### config.mk
export PLATFORM = sky130hd
export DESIGN_NAME = f_ifu_fd
export DESIGN_NICKNAME = d
export VERILOG_FILES = /design/src/rtl/f_ifu_fd_pkg.sv /design/src/rtl/f_adel_chk.sv /design/src/rtl/f_ifu_fd.sv
export SDC_FILE = /design/constraint.sdc
export NUM_CORES = 1
export LEC_CHECK = 0
export CORE_ASPECT_RATIO = 1.2
export CORE_UTILIZATION = 45
export DETAILED_ROUTE_END_ITERATION = 12
export DONT_BUFFER_PORTS = 1
export SLEW_MARGIN = 0
export SYNTH_ARGS = -nofsm -noshare
export SYNTH_HDL_FRONTEND = slang
export SYNTH_HIERARCHICAL = 1
export SYNTH_SLANG_ARGS = --single-unit
### constraint.sdc
create_clock -name clk -period 2.04 [get_ports clk]
set_clock_uncertainty 0.15 [all_clocks]
set_input_delay 0.204 -clock clk [delete_from_list [all_inputs] [get_ports clk]]
set_output_delay 0.204 -clock clk [all_outputs]
set_load 0.01 [all_outputs]
### src/rtl/f_ifu_fd_pkg.sv
// Shared fetch-stage constants and the F/D pipeline payload.
package f_ifu_fd_pkg;

    localparam int unsigned XLEN     = 32;
    localparam int unsigned EXC_W    = 5;

    localparam logic [XLEN-1:0]  PC_RESET = 32'h0000_3000;
    localparam logic [XLEN-1:0]  IM_BASE  = 32'h0000_3000;
    localparam logic [XLEN-1:0]  IM_TOP   = 32'h0000_6FFC;

    localparam logic [EXC_W-1:0] EXC_INT  = 5'd0;
    localparam logic [EXC_W-1:0] EXC_ADEL = 5'd4;

    // Contents of the F/D pipeline register
    typedef struct packed {
        logic [XLEN-1:0]  instr;
        logic [XLEN-1:0]  pc;
        logic [EXC_W-1:0] exc;
        logic             bd;
    } fd_t;

endpackage

### src/rtl/f_adel_chk.sv
// Combinational instruction-fetch address checker: alignment and IM range.
module f_adel_chk
    import f_ifu_fd_pkg::*;
(
    input  logic [XLEN-1:0]  i_pc,
    output logic             o_adel,
    output logic [EXC_W-1:0] o_exc_code
);

    logic w_misaligned;
    logic w_out_of_range;

    assign w_misaligned   = (i_pc[1:0] != 2'b00);
    assign w_out_of_range = (i_pc < IM_BASE) || (i_pc > IM_TOP);
    assign o_adel         = w_misaligned || w_out_of_range;
    assign o_exc_code     = o_adel ? EXC_ADEL : EXC_INT;

endmodule

### src/rtl/f_ifu_fd.sv
// Fetch stage: fetch PC register, fetch address check and the F/D pipeline register.
module f_ifu_fd
    import f_ifu_fd_pkg::*;
(
    input  logic              clk,
    input  logic              reset,
    input  logic [XLEN-1:0]   NPC_in,
    input  logic              stall,
    input  logic              req,
    input  logic              jump_D,
    input  logic [XLEN-1:0]   IM_rdata,
    output logic [XLEN-1:0]   PC_F,
    output logic [XLEN-1:0]   Instr_D,
    output logic [XLEN-1:0]   PC_D,
    output logic [XLEN-1:0]   PC4_D,
    output logic [EXC_W-1:0]  ExcCode_D,
    output logic              BD_D
);

    logic [XLEN-1:0]  r_pc;
    fd_t              r_fd;
    logic [XLEN-1:0]  w_pc_next;
    fd_t              w_fd_next;
    logic             w_adel_f;
    logic [EXC_W-1:0] w_exc_f;
    logic [XLEN-1:0]  w_instr_f;

    f_adel_chk u_adel_chk (
        .i_pc       (r_pc),
        .o_adel     (w_adel_f),
        .o_exc_code (w_exc_f)
    );

    // A faulting fetch becomes a nop so IM data never leaks past a bad address
    assign w_instr_f = w_adel_f ? '0 : IM_rdata;

    // Next-state selection; redirect beats stall
    always_comb begin
        w_pc_next = r_pc;
        w_fd_next = r_fd;
        if (req) begin
            w_pc_next       = NPC_in;
            w_fd_next       = '0;
            w_fd_next.pc    = NPC_in;
        end else if (!stall) begin
            w_pc_next       = NPC_in;
            w_fd_next.instr = w_instr_f;
            w_fd_next.pc    = r_pc;
            w_fd_next.exc   = w_exc_f;
            w_fd_next.bd    = jump_D;
        end
    end

    always_ff @(posedge clk or negedge reset) begin
        if (!reset) begin
            r_pc <= PC_RESET;
            r_fd <= '0;
        end else begin
            r_pc <= w_pc_next;
            r_fd <= w_fd_next;
        end
    end

    assign PC_F      = r_pc;
    assign Instr_D   = r_fd.instr;
    assign PC_D      = r_fd.pc;
    assign ExcCode_D = r_fd.exc;
    assign BD_D      = r_fd.bd;
    assign PC4_D     = r_fd.pc + XLEN'(4);

endmodule

After elaboration in Yosys (flattened, before gate mapping):

Cells that the tools add are included.

* order comparisons: 2
* reduce and logical (&&, ||, !) cells: 3
* mux-type cells: 6
* $add $sub $neg: 1
* eq/ne operators: 1

Operators by type and width (count)
* 2-to-1 mux 70 bit: 2
* 2-to-1 mux 32 bit: 3
* adder 32 x 3 -> 32 bit, second input constant: 1
* > comparator 32 x 15 -> 1 bit, second input constant: 1
* less-than comparator 32 x 14 -> 1 bit, second input constant: 1
* 2-to-1 mux 3 bit: 1
* logical OR 1 bit: 2
* != test 2 x 1 -> 1 bit, second input constant: 1
* nonzero test 2 bit: 1

* input bits: 69
* flip-flop bits (word level): 102
* output and inout bits: 134

Longest topological paths before layout:

Gate-level depths: netlist (run 1).

* depth in word-level cells: 6
* mapped depth: 6
* depth with buffers taken out: 5

Modules after synthesis:

Netlist (run 1), hierarchy kept.

Modules (own cells, without submodules)
* f_ifu_fd: instances 1, cells each 448, area an instance 4599.4 sq um, sequential area each 2555.0 sq um
* f_adel_chk: instances 1, cells each 15, area an instance 96.3 sq um, sequential area each 0.0 sq um

Worst setup path after synthesis (run 1):

No wires, ideal clock.

* path type: register to register
* start point: register r_pc[1], in the netlist PC_F[1]
* end point: register r_fd (netlist bit Instr_D[10])
* stages on the path, launching flop included: 7
* library setup time: 0.066 ns
* required time: 1.824 ns
* slack: 0.066 ns
* arrival time: 1.758 ns
* path through: dfrtp_1 nor4_1 and3_1 nand4_1 nor3_1 clkbuf_1 a22o_1

* cells in the longest elaborated chain, start to end: 6

Ends and longest elaborated chain
* start, declared: line f_ifu_fd.sv:20 `logic [XLEN-1:0] r_pc;`
* start signal, assigned: line f_ifu_fd.sv:59 `r_pc <= w_pc_next;`
* less-than comparator 32 x 14 -> 1 bit or > comparator 32 x 15 -> 1 bit (tied branches): line f_adel_chk.sv:14 `assign w_out_of_range = (i_pc < IM_BASE) || (i_pc > IM_TOP);`
* logical OR 1 bit: line f_adel_chk.sv:14
* logical OR 1 bit *: line f_adel_chk.sv:15 `assign o_adel = w_misaligned || w_out_of_range;`
* net w_adel_f: line f_ifu_fd.sv:24 `logic w_adel_f;`
* 2-to-1 mux 32 bit *: line f_ifu_fd.sv:35 `assign w_instr_f = w_adel_f ? '0 : IM_rdata;`
* 2-to-1 mux 70 bit *: line f_ifu_fd.sv:45 `end else if (!stall) begin`
* 2-to-1 mux 70 bit *: line f_ifu_fd.sv:41 `if (req) begin`
* end signal, assigned: line f_ifu_fd.sv:60 `r_fd <= w_fd_next;`
* end, declared: line f_ifu_fd.sv:21 `fd_t r_fd;`

Mark *: on every way through the listed nets, which the timed path passes. The rest lies on a longest branch. The select of a mux whose other input is x is not followed.
A chain may end at the register's enable or synchronous reset.

Worst setup path after layout (run 1):

* start point: register r_fd (netlist bit PC_D[6])
* end point: output PC4_D[29]

* cells in the longest elaborated chain, start to end: 1

Ends and longest elaborated chain
* adder 32 x 3 -> 32 bit: line f_ifu_fd.sv:69 `assign PC4_D = r_fd.pc + XLEN'(4);`
* end, declared: line f_ifu_fd.sv:15 `output logic [XLEN-1:0] PC4_D,`

Every way passes these cells.

==> results of run 1 <==
where the power goes:
| group | switching [W] | leakage, nW | internal [W] |
|---|---|---|---|
| registers | 0.000175 | 1.29 | 0.00215 |
| clock network | 0.000761 | 0.143 | 0.000963 |
| logic | 0.000397 | 1.70 | 0.000359 |
routing by layer:
metal  up-vias  track usage  routed length [µm]
met1      1804        0.289                5180
met4         0       0.0980                 252
met2       158        0.401                6500
met3        18       0.0593                 775
met5         -            0                   0
li1       1764            -                   -
state kept, by name, indices dropped and copies added, names as in the netlist:
| register | cells |
|---|---|
| ExcCode_D | 5 |
| PC_D | 32 |
| Instr_D | 32 |
| BD_D | 1 |
| PC_F | 32 |
per-stage QoR:
| stage | TNS (ns) | hold slack, ns | instances |
|---|---|---|---|
| after detailed placement | -0.727 | -0.239 | 599 |
| final | -1.57 | -0.598 | 692 |
| after floorplan | 0 | -0.242 | 466 |
| after global routing | -3.51 | -0.617 | 692 |
| after CTS | -1.98 | -0.610 | 692 |
| after global placement | 0 | -0.239 | 599 |
cells by family (layout without fill, tap and decap cells):
| group | Yosys count | in the layout | synth area share |
|---|---|---|---|
| fa+ha+maj | 1 | 1 | 0.00266 |
| mux | 38 | 38 | 0.0810 |
| other cells | 1 | 4 | 0.000799 |
| compound gates | 64 | 64 | 0.0938 |
| buf+inv | 39 | 139 | 0.0378 |
| xor+xnor | 29 | 29 | 0.0541 |
| simple gates | 189 | 189 | 0.186 |
| flops | 102 | 102 | 0.544 |
area by class of cell:
class | instances | area, µm²
clock inverters | 7 | 80.1
flip-flops and latches | 102 | 2560
fillers | 793 | 3620
clock buffers | 9 | 225
repair buffers | 118 | 1110
inverters | 5 | 18.8
well taps | 126 | 158
multi-input cells | 325 | 2290
layout by cell type (no fill, tap or decap), types with 3 or more instances in the layout:
master / count
and3_1: 4
nand2_1: 134
mux2i_1: 38
xnor2_2: 18
nand4_1: 9
clkbuf_16: 9
nor4_2: 3
conb_1: 4
inv_1: 5
xnor2_1: 3
xor2_1: 4
nand3_2: 4
o21ai_0: 32
dlygate4sd3_1: 67
nand3_1: 6
a22o_1: 32
dfrtp_1: 99
nor2_1: 9
nand4_4: 3
buf_4: 46
nor4_4: 4
worst min path at each step:
stage | endpoint | slack, ns | cells past startpoint
floorplan | BD_D$_DFFE_PN0P_ | -0.24 | 0
global route | Instr_D[10]$_DFFE_PN0P_ | -0.62 | 0
finish | Instr_D[9]$_DFFE_PN0P_ | -0.60 | 0
detailed placement | Instr_D[9]$_DFFE_PN0P_ | -0.24 | 0
global placement | Instr_D[10]$_DFFE_PN0P_ | -0.24 | 0
CTS | Instr_D[25]$_DFFE_PN0P_ | -0.61 | 0
critical path, delay by kind of cell, from the launching register on:
kind                   cells  cell delay (ns)
XOR/XNOR                   1             0.24
AND/OR/NAND/NOR            3             0.66
buffers and inverters      1             0.20
flip-flops                 1             0.40
what timing repair did:
| action | 4_1_cts | 5_1_grt |
|---|---|---|
| setup buffers | 8 | 0 |
| pin swaps | 13 | 12 |
| setup endpoints to repair | 55 | 54 |
| hold endpoints to repair | 204 | 102 |
| resized for setup | 34 | 14 |
==> results.md, run 1 <==
- Initial Util: 0.467
- Post-layout util: 0.640
- WP data arrival: approximately 1.8 ns
- Share of cells above drive strength 1: 0.203
- Status: complete, but fails checks
- R2R cell count: 6
- Core area: 0.0101 mm²
- GRT Overall Usage: 0.239
- Post-synth EDFFs: 0
- Min cycle time layout: 2.20 ns
- Initial antenna violation count: 0
- Worst r2r src: PC_F[19]$_DFFE_PN0P_
- Final period util: 1.08
- DRT Pass-1 Iters: 4
- Slowest stage cell, crit path: dfrtp_1
- Hold-fix buffers, CTS: 69
- PnR worst setup slack: -0.157 ns
- Max frequency: roughly 460 MHz
- # IOs: 203
- Placement Setup Slack: -0.0294 ns
- Final count of hold timing violations: around 100
- Reg2reg setup slack: 0.07 ns
- Worst skew pair latency: approximately 0.34 ns
- Rows: 40
- Total power: 0.00480 W
- TritonCTS buffer count: 9
- Violated checks: negative hold slack, negative setup slack
- Mapped Cells: 463
- YS warnings: 6
- Crit Path Class: reg2out
- H-tree levels: 3
- Sequential fraction of the synthesis area: 0.544
- Yosys reg bits: roughly 100
- Asr flop ratio synth: 1.00
- Via density: 5.41
- Placer Congestion: between 0.7 and 0.8
- Worst path required time: roughly 1.7 ns
- Unrepaired setup endpoints after global routing: true
- Drt wl/cell: about 18 µm
- Largest cells by area after synthesis: dfrtp_1 53%, nand2_1 11%, mux2i_1 8.1%
- Post-synth top area share: 0.533
- CP max FO: 8
- Distinct cells, synth: 28
- Predominant post-synthesis flop cell: dfrtp_1
- Mapped Area: about 0.0047 mm²
- Clock Sinks: between 100 and 150
- Worst path max stage delay: about 0.4 ns
- Worst setup path start: PC_D[6]$_DFFE_PN0P_
- DP Wirelength: approximately 7.9 mm
- Max VDD drop: between 0.4 and 0.5 mV
- Die Y: roughly 110 µm
- Worst-path clk slew: roughly 0.070 ns
- Die W: around 95 µm
- Die footprint: about 0.011 mm²
- Placement-stage cell area: around 0.005 mm²
- TritonCTS clock tree: built
- Syn Area/Cell: 10.1 µm²
- Growth of design area from synthesis to finish: 37.1%
- Post-route ant nets: 0
- Gr ovfl total: 0
- Worst Hold Slack: -0.598 ns
- Power per cell area: 746 mW/mm²
- Cell taking the most area after synthesis: dfrtp_1
- Commonest cells in the netlist: 136 x nand2_1, 100 x dfrtp_1, 38 x mux2i_1, 32 x a22o_1, 32 x o21ai_0
- DRC: 0
- Overall routed net length: 12.7 mm
- Critical Path Sink Type: primary output
- # setup viols final: 19
- Initial DRC Count: ~170
- CP Launch Type: register
- Clk root buf: clkbuf_16
- Final Max Slew Viols: 0
- Vias in the first global route: 3719
- First-pass GRT wire length: slightly below 20 mm
- FF-to-FF End: Instr_D[17]$_DFFE_PN0P_
- Critical Path End: PC4_D[29]
- Max Cap Viol: 0
- Leakage dissipation: 3.13 nW
- IO Port Bufs: 0
- Hold Path Class: in2async
- Nets@finish: between 600 and 700
- N_diodes: 0
- Clock tree buffer depth: 2
- Largest net degree at the start of global routing: between 100 and 150
- Most common cell in the netlist: nand2_1
- Post-route cell area: between 0.006 and 0.007 mm²
- Vias: 3744
- Crit path cell chain: nand4_4 -> nor4_4 -> buf_6 -> nand4_1 -> xnor2_2
Power figures use the tool's default switching activity.
==> run 2: changes to the inputs <==
- SKIP_LAST_GASP: default -> 1
==> results.md, run 2 (synthesis gave the netlist of run 1 again) <==
- Status: complete, but fails checks
- Violated checks: negative hold slack, negative setup slack
- Clock network fraction of total power: 0.359
- CP bufs+invs: 1
- Worst Hold Slack: -0.598 ns
- Post-layout util: 0.640
- DP Wirelength: ~7.9 mm
- CP max FO: 8
- Hold-fix buffers, CTS: roughly 70
- Crit Path Class: reg2out
- Via density: 5.41
- Vias in the first global route: 3719
- Crit path cell chain: nand4_4 -> nor4_4 -> buf_6 -> nand4_1 -> xnor2_2
- Unrepaired setup endpoints after global routing: true
- Max Cap Viol: 0
- PnR worst setup slack: -0.155 ns
- Post-route cell area: between 0.006 and 0.007 mm²
- Core area: around 0.010 mm²
- DRC: 0
- Register area: 0.00256 mm²
- IO Port Bufs: 0
- H-tree levels: 3
- Initial Util: 0.467
- Max VDD drop: 0.457 mV
- Area taken by multi-input logic gates: 0.00229 mm²
- Cell-internal power: around 0.0035 W
- Clock Sinks: slightly above 100
- # setup viols final: 19
- Initial DRC Count: about 170
- Leakage dissipation: between 3 and 4 nW
- Slowest stage cell, crit path: dfrtp_1
- CP Launch Type: register
- Nets@finish: between 600 and 700
- Overall routed net length: 12.7 mm
- Sequential group share of total power: 0.483
- Worst-path clk slew: around 0.07 ns
- N_diodes: 0
- GRT Overall Usage: 0.239
- Final period util: 1.08
- Combinational share of power: 0.157
- Worst path max stage delay: roughly 0.4 ns
- Vias: 3747
- Worst path required time: about 1.7 ns
- Critical Path Sink Type: primary output
- Gr ovfl total: 0
- First-pass GRT wire length: approximately 19 mm
- Largest net degree at the start of global routing: 103
- WP data arrival: approximately 1.8 ns
- Placement-stage cell area: 0.00504 mm²
- Final count of hold timing violations: just over 100
- Die footprint: ~0.011 mm²
- Share of cells above drive strength 1: 0.203
- Placement Setup Slack: -0.0294 ns
- Min cycle time layout: roughly 2.2 ns
- Die Y: between 100 and 150 µm
- Initial antenna violation count: 0
- Commonest cells after routing, fill and taps aside: 134 x nand2_1, 99 x dfrtp_1, 67 x dlygate4sd3_1, 46 x buf_4, 38 x mux2i_1
- Power per cell area: about 750 mW/mm²
- TritonCTS buffer count: 9
- Delay-heaviest family, CP: simple AND/OR/NAND/NOR gates
- Placer Congestion: 0.793
- Hold Path Class: in2async
- Drt wl/cell: between 15 and 20 µm
- Post-route ant nets: 0
- Sw frac: 0.278
- Growth of design area from synthesis to finish: 37.1%
- Final Max Slew Viols: 0
- Worst skew pair latency: ~0.34 ns
- Most common cell after layout, fill and taps aside: nand2_1
- TritonCTS clock tree: built
- Max frequency: ~460 MHz
- Clock tree buffer depth: 2
- DRT Pass-1 Iters: 4
- Rows: 40
- Clk root buf: clkbuf_16
- Total power: 0.00481 W
- Sw power: between 0.001 and 0.0015 W
- Fill cells: 793
- # IOs: slightly above 200
- Die W: ~95 µm
[run 2: cell counts in the layout (fill, tap and decap cells not counted)]
Identical to the previous run, type by type.
[run 2: final timing paths]
check	from	to	slack, ns	depth (start not counted)
max in group asynchronous	reset	PC_F[13]$_DFFE_PN1P_	2.10	0
setup reg to reg	PC_F[19]$_DFFE_PN0P_	Instr_D[17]$_DFFE_PN0P_	0.07	6
min in group clk	req	BD_D$_DFFE_PN0P_	0.06	2
hold reg to reg	PC_F[13]$_DFFE_PN1P_	PC_F[13]$_DFFE_PN1P_	0.35	2
hold / removal	reset	Instr_D[9]$_DFFE_PN0P_	-0.60	0
setup / recovery	PC_D[6]$_DFFE_PN0P_	PC4_D[29]	-0.16	5
[run 2: stage by stage]
stage,TNS [ns],std cells
after detailed placement,-0.727,599
after floorplan,0,466
after global routing,-3.51,692
after CTS,-1.98,692
after global placement,0,599
final,-1.55,692
[run 2: worst register-to-register path: cells and delay by family (launching register included)]
| family | cells | cell delay (ns) |
|---|---|---|
| and+or+nand+nor | 4 | 0.92 |
| buffers and inverters | 1 | 0.22 |
| AOI/OAI and AO/OA | 1 | 0.16 |
| DFF | 1 | 0.47 |
[run 2: layout make-up]
type                    instances  share of cell area
multi-input cells             325               0.355
clock buffers                   9              0.0350
repair buffers                118               0.173
inverters                       5             0.00291
flip-flops and latches        102               0.397
clock inverters                 7              0.0124
well taps                     126              0.0245
[run 2: repair_timing]
action                                 CTS  global route
setup endpoints to repair               55            54
gates resized for setup                 34            14
setup buffers                            8             0
endpoints found under the hold margin  204           102
cloned                                   0             0
pin swaps                               13            12
[run 2: power groups by stage]
stage / clock (W) / sequential [W] / combinational [W]
after floorplan: 0 / 0.00237 / 0.000333
after global placement: 0 / 0.00234 / 0.000510
after detailed placement: 0 / 0.00235 / 0.000520
after CTS: 0.00176 / 0.00232 / 0.000736
after global routing: 0.00185 / 0.00234 / 0.000823
final: 0.00173 / 0.00232 / 0.000756
[run 2: per-layer routing]
layer  vias up  part of all wire  GRT usage
met2       159              0.51      0.401
li1       1765                 -          -
met3        18             0.062     0.0593
met5         -                 0          0
met4         0             0.020     0.0980
met1      1805              0.41      0.289
